File: config.mk
export PLATFORM = sky130hd
export DESIGN_NAME = dmem_dump_arbiter
export DESIGN_NICKNAME = d
export VERILOG_FILES = /design/src/rtl/dmem_dump_arbiter_pkg.sv /design/src/rtl/dmem_dump_arbiter_dump_addr_counter.sv /design/src/rtl/dmem_dump_arbiter.sv
export SDC_FILE = /design/constraint.sdc
export NUM_CORES = 1
export LEC_CHECK = 0
export ABC_CLOCK_PERIOD_IN_PS = 1500
export CORE_UTILIZATION = 27
export CTS_CLUSTER_SIZE = 24
export DETAILED_ROUTE_END_ITERATION = 8
export PLACE_DENSITY = 0.76
export SLEW_MARGIN = 40
export SYNTH_ARGS = -nofsm -noshare
export SYNTH_HDL_FRONTEND = slang
export SYNTH_SLANG_ARGS = --single-unit
File: constraint.sdc
create_clock -name clk -period 1.5 [get_ports clk]
set_input_delay 0.375 -clock clk [delete_from_list [all_inputs] [get_ports clk]]
set_output_delay 0.375 -clock clk [all_outputs]
set_load 0.02 [all_outputs]
File: src/rtl/dmem_dump_arbiter_pkg.sv
// Shared definitions for the data-memory dump arbiter: FSM state encoding,
// default geometry of the dump, and the index-width helper.
package dmem_dump_arbiter_pkg;

  localparam int DEF_MSB       = 31;
  localparam int DEF_N_WORDS   = 32;
  localparam int DEF_ADDR_STEP = 4;

  typedef enum logic [2:0] {
    ST_IDLE    = 3'd0,
    ST_READ    = 3'd1,
    ST_CAPTURE = 3'd2,
    ST_SEND    = 3'd3,
    ST_DONE    = 3'd4
  } dump_state_e;

  // A single-word dump still needs a one-bit index register.
  function automatic int idx_width(input int n_words);
    return (n_words > 1) ? $clog2(n_words) : 1;
  endfunction

endpackage

File: src/rtl/dmem_dump_arbiter_dump_addr_counter.sv
// Word index for the memory dump: clear at dump start, step after each
// accepted word, flag the final word, and present the byte address.
module dump_addr_counter
  import dmem_dump_arbiter_pkg::*;
#(
  parameter int msb       = DEF_MSB,
  parameter int N_WORDS   = DEF_N_WORDS,
  parameter int ADDR_STEP = DEF_ADDR_STEP
) (
  input  logic         clk,
  input  logic         reset,
  input  logic         clear_i,
  input  logic         incr_i,
  output logic         last_o,
  output logic [msb:0] addr_o
);

  localparam int IDX_W = idx_width(N_WORDS);
  localparam logic [IDX_W-1:0] LAST_IDX = IDX_W'(N_WORDS - 1);

  logic [IDX_W-1:0] idx_q;
  logic [IDX_W-1:0] idx_d;

  // The terminal compare gates the increment, so the index never wraps.
  always_comb begin
    idx_d = idx_q;
    if (clear_i) begin
      idx_d = '0;
    end else if (incr_i && !last_o) begin
      idx_d = idx_q + 1'b1;
    end
  end

  always_ff @(posedge clk) begin
    if (reset) begin
      idx_q <= '0;
    end else begin
      idx_q <= idx_d;
    end
  end

  assign last_o = (idx_q == LAST_IDX);
  assign addr_o = (msb+1)'(idx_q) * (msb+1)'(ADDR_STEP);

endmodule

File: src/rtl/dmem_dump_arbiter.sv
// MEM-stage data-memory port owner: passes the pipeline access through when
// idle, and on request stalls the pipeline and streams memory to the debug unit.
module dmem_dump_arbiter
  import dmem_dump_arbiter_pkg::*;
#(
  parameter int msb       = DEF_MSB,
  parameter int N_WORDS   = DEF_N_WORDS,
  parameter int ADDR_STEP = DEF_ADDR_STEP
) (
  input  logic         clk,
  input  logic         reset,
  input  logic         in_pipe_rd,
  input  logic         in_pipe_wr,
  input  logic [msb:0] in_pipe_addr,
  input  logic [msb:0] in_pipe_wdata,
  input  logic         in_dump_start,
  input  logic         in_tx_ready,
  input  logic [msb:0] in_mem_rdata,
  output logic         out_mem_rd,
  output logic         out_mem_wr,
  output logic [msb:0] out_mem_addr,
  output logic [msb:0] out_mem_wdata,
  output logic         out_pipe_stall,
  output logic [msb:0] out_tx_data,
  output logic         out_tx_valid,
  output logic         out_dump_busy,
  output logic         out_dump_done
);

  dump_state_e  state_q;
  logic [msb:0] tx_data_q;
  logic         tx_valid_q;
  logic         done_q;
  logic         busy_q;

  logic         cnt_clear;
  logic         cnt_incr;
  logic         dump_last;
  logic [msb:0] dump_addr;

  assign cnt_clear = (state_q == ST_IDLE) && in_dump_start;
  assign cnt_incr  = (state_q == ST_SEND) && in_tx_ready;

  dump_addr_counter #(
    .msb       (msb),
    .N_WORDS   (N_WORDS),
    .ADDR_STEP (ADDR_STEP)
  ) u_counter (
    .clk     (clk),
    .reset   (reset),
    .clear_i (cnt_clear),
    .incr_i  (cnt_incr),
    .last_o  (dump_last),
    .addr_o  (dump_addr)
  );

  // Status outputs are registered alongside the state so they never glitch.
  always_ff @(posedge clk) begin
    if (reset) begin
      state_q    <= ST_IDLE;
      tx_data_q  <= '0;
      tx_valid_q <= 1'b0;
      done_q     <= 1'b0;
      busy_q     <= 1'b0;
    end else begin
      done_q <= 1'b0;
      case (state_q)
        ST_IDLE: begin
          if (in_dump_start) begin
            state_q <= ST_READ;
            busy_q  <= 1'b1;
          end
        end
        ST_READ: begin
          state_q <= ST_CAPTURE;
        end
        ST_CAPTURE: begin
          tx_data_q  <= in_mem_rdata;
          tx_valid_q <= 1'b1;
          state_q    <= ST_SEND;
        end
        ST_SEND: begin
          if (in_tx_ready) begin
            tx_valid_q <= 1'b0;
            if (dump_last) begin
              state_q <= ST_DONE;
              done_q  <= 1'b1;
            end else begin
              state_q <= ST_READ;
            end
          end
        end
        ST_DONE: begin
          state_q <= ST_IDLE;
          busy_q  <= 1'b0;
        end
        default: begin
          state_q    <= ST_IDLE;
          tx_valid_q <= 1'b0;
          busy_q     <= 1'b0;
        end
      endcase
    end
  end

  // Only IDLE lets the pipeline through; every dump state blocks its writes.
  always_comb begin
    out_mem_rd    = 1'b0;
    out_mem_wr    = 1'b0;
    out_mem_addr  = dump_addr;
    out_mem_wdata = '0;
    case (state_q)
      ST_IDLE: begin
        out_mem_rd    = in_pipe_rd;
        out_mem_wr    = in_pipe_wr;
        out_mem_addr  = in_pipe_addr;
        out_mem_wdata = in_pipe_wdata;
      end
      ST_READ: begin
        out_mem_rd = 1'b1;
      end
      default: begin
      end
    endcase
  end

  assign out_pipe_stall = busy_q;
  assign out_dump_busy  = busy_q;
  assign out_tx_data    = tx_data_q;
  assign out_tx_valid   = tx_valid_q;
  assign out_dump_done  = done_q;

endmodule
==> results.md <==
- Syn_nets: approximately 340
- Leak: between 2 and 2.5 nW
- Num ports: around 200
- DR pass1 iterations: 4
- N_diodes: 0
- Vias in the first global route: 2,465
- Switching share of power: between 20% and 30%
- R2r worst-path depth: 6
- Max-Cap Viols: 0
- Failing checks: setup timing
- Post-Syn Area: 2150 µm²
- Leading post-synthesis cells by cell area: dfxtp_1 40%, and2_1 17%, mux2i_1 15%
- Final Hold Viols: 0
- DP Worst Slack: -0.520 ns
- EDFF count, synth: 0
- RR Endpoint: u_counter.idx_q[0]$_SDFFE_PP0P_
- Worst-path clk slew: around 0.08 ns
- Gate power share: around 47%
- Die Footprint: about 8300 µm²
- Worst slew pin tran: between 0.2 and 0.25 ns
- Int Pwr: between 0.002 and 0.003 W
- Worst vdd ir: about 0.54 mV
- Fillers: roughly 610
- HP Class: flop to flop
- Max-slew headroom: between 80% and 90%
- Hold EP: out_tx_valid$_SDFFE_PP0P_
- Initial core utilization: around 28%
- Clock sink count: 43
- Critical path peak fanout: 8
- Outcome: finished with violations
- # rows: 32
- Share of layout cells above drive strength 1: roughly 42%
- Post-synthesis sequential area ratio: 40.1%
- First-pass GRT wire length: ~12 mm
- Clock skew: ~0.0088 ns
- Die height: 91.2 µm
- Synth cell types: 28
- Final WL: ~8 mm
- Vias per inst: between 4 and 5
- Min setup slack post-route: -0.391 ns
- Port-buffer cells: 203
- Antenna violations before repair: 0
- Reg-to-reg slack, setup: around 0.010 ns
- Largest net degree at the start of global routing: 25
- Leading area contributor after synthesis: dfxtp_1
- DR WL/cell: approximately 14 µm
- Post-synth top cells: 60 x and2_1, 43 x dfxtp_1, 34 x nor2_1
- Clock latency on the worst-skew pair: slightly below 0.3 ns
- 1st-iter DRT viols: 39
- Seq cells post-synth: between 40 and 50
- M3 GR Usage: 5.61%
- Fmax: approximately 530 MHz
- Total grt overflow: 0
- Yosys warns: 0
- Slew Viols, Final: 0
- Period utilization: 126%
- CP startpoint kind: flop
- Met2 GRT Util: a little over a third
- Crit path DAT: 1.52 ns
- Endpoints failing setup: between 60 and 70
- DR vias: 2,514
- Worst path required time: approximately 1.1 ns
- Sequential share of power: roughly a third
- DRC viols: 0
- Critical path class: flop to output port
- Placed insts: between 500 and 600
- Clock power share: approximately 20%
- Area share of the largest cell type after synthesis: between 40% and 50%
- H-tree Lvls: 2
- Root Driver: clkbuf_8
- Top-count cell post-synth: and2_1
- Total CTS buffers: 5
- RSZ-0062 raised after global routing: yes
- Layout Cells excl Fill: ~570
- Synth async-reset ratio: 0%
- Post-DP HPWL: slightly above 6 mm
- Routed Antenna Nets: 0
- CP endpoint kind: output port
- Setup TNS: -21.23 ns
- Hold wc startpoint: out_tx_valid$_SDFFE_PP0P_
- Met1 Use GR: between 10% and 20%
- Syn avg cell area: between 9 and 10 µm²
- Busiest grt layer: met2
- Worst r2r src: u_counter.idx_q[1]$_SDFFE_PP0P_
- Final Critical Period: ~1.9 ns
- Hold Path Stages: 2
- Die width: 91.2 µm
- Mapped Cells: about 240
- Pwr Density: ~760 nW/µm²
- Switch Pwr: roughly 0.0011 W
- Core Box Area: ~7700 µm²
- Tot GR Track Use: between 15 and 20%
- TritonCTS clock tree: yes
- Layout area overhead: 134%
- Final GP Congestion: between 0.7 and 0.8
- Clock tree buffer depth: 2
- Final #Nets: about 570
- Top FF cell, synth: dfxtp_1
-- final cells by class --
| class | instances | area (µm²) | share of cell area [%] |
|---|---|---|---|
| well taps | 102 | 128 | 2.53 |
| multi-input cells | 170 | 1420 | 28.2 |
| repair buffers | 240 | 2500 | 49.7 |
| inverters | 4 | 15.0 | 0.298 |
| flip-flops and latches | 43 | 870 | 17.3 |
| clock buffers | 8 | 100 | 1.99 |
-- kinds of logic after synthesis --
kind of cell             share of synthesized area (%)
AO/OA/AOI/OAI                                     4.66
adder cells (fa/ha/maj)                           1.16
buffers and inverters                             6.52
flip-flops                                        40.1
multiplexers                                      17.5
AND/OR/NAND/NOR                                   30.1
-- sequential cells by signal (all words and copies together) (netlist names) --
name             count
state_q              3
u_counter.idx_q      5
out_dump_busy        1
out_dump_done        1
out_tx_valid         1
out_tx_data         32
-- cells in the final DEF (no fill, tap or decap), drive strengths merged, types with 4 or more instances in the layout --
cell and n:
dlygate4sd2 36, clkbuf 10, dfxtp 43, nor2 34
mux2 5, o21ai 5, nor3 4, and2 60
inv 4, mux2i 32, a21oi 9, clkdlybuf4s50 100
buf 101, nand3 5
-- stage by stage --
stage                     instance area [µm²]  utilization, %  hold WS (ns)  power [W]
after global placement                   4610            59.7         0.468    0.00291
after CTS                                4870            63.1         0.487    0.00384
after detailed placement                 4610            59.7         0.477    0.00293
final                                    5040            65.2         0.481    0.00384
after global routing                     5040            65.2         0.529    0.00401
after floorplan                          2340               -         0.469    0.00208
-- worst max path at each step --
| stage | start | end | slack [ns] |
|---|---|---|---|
| final | state_q[1]$_SDFFE_PP0P_ | out_mem_addr[3] | -0.39 |
| after global routing | state_q[1]$_SDFFE_PP0P_ | out_mem_addr[6] | -0.44 |
| after CTS | state_q[2]$_SDFFE_PP0P_ | out_mem_addr[30] | -0.41 |
| after detailed placement | state_q[1]$_SDFFE_PP0P_ | out_mem_wdata[19] | -0.52 |
| after global placement | state_q[1]$_SDFFE_PP0P_ | out_mem_addr[2] | -0.49 |
| after floorplan | u_counter.idx_q[0]$_SDFFE_PP0P_ | u_counter.idx_q[2]$_SDFFE_PP0P_ | -0.08 |
-- power groups by stage --
stage	Sequential, W	Clock [W]	Combinational (W)
2_1_floorplan	0.00132	0	0.000763
3_3_place_gp	0.00126	0	0.00166
3_5_place_dp	0.00126	0	0.00168
4_1_cts	0.00123	0.000830	0.00178
5_1_grt	0.00124	0.000867	0.00191
6_report	0.00123	0.000787	0.00182
-- metal layers --
| layer | vias up | part of all wire [%] |
|---|---|---|
| met5 | - | 0 |
| met4 | 0 | 0.90 |
| met3 | 6 | 8.1 |
| met2 | 127 | 53 |
| met1 | 1151 | 38 |
| li1 | 1230 | - |
-- worst max-delay path, cell delays in order (launching register included) --
cell     delay (ns)
dfxtp_4        0.36
nor3_4         0.24
buf_12         0.18
mux2_4         0.31
buf_6          0.13
-- repair_timing --
action / in CTS / in global routing
hold buffers: 0 / 0
pin swaps: 14 / 31
gates cloned: 1 / 2
setup endpoints to repair: 118 / 89
buffers inserted: 9 / 4
hold endpoints to repair: 0 / 0
resized for setup: 444 / 34
Power figures use the tool's default switching activity.
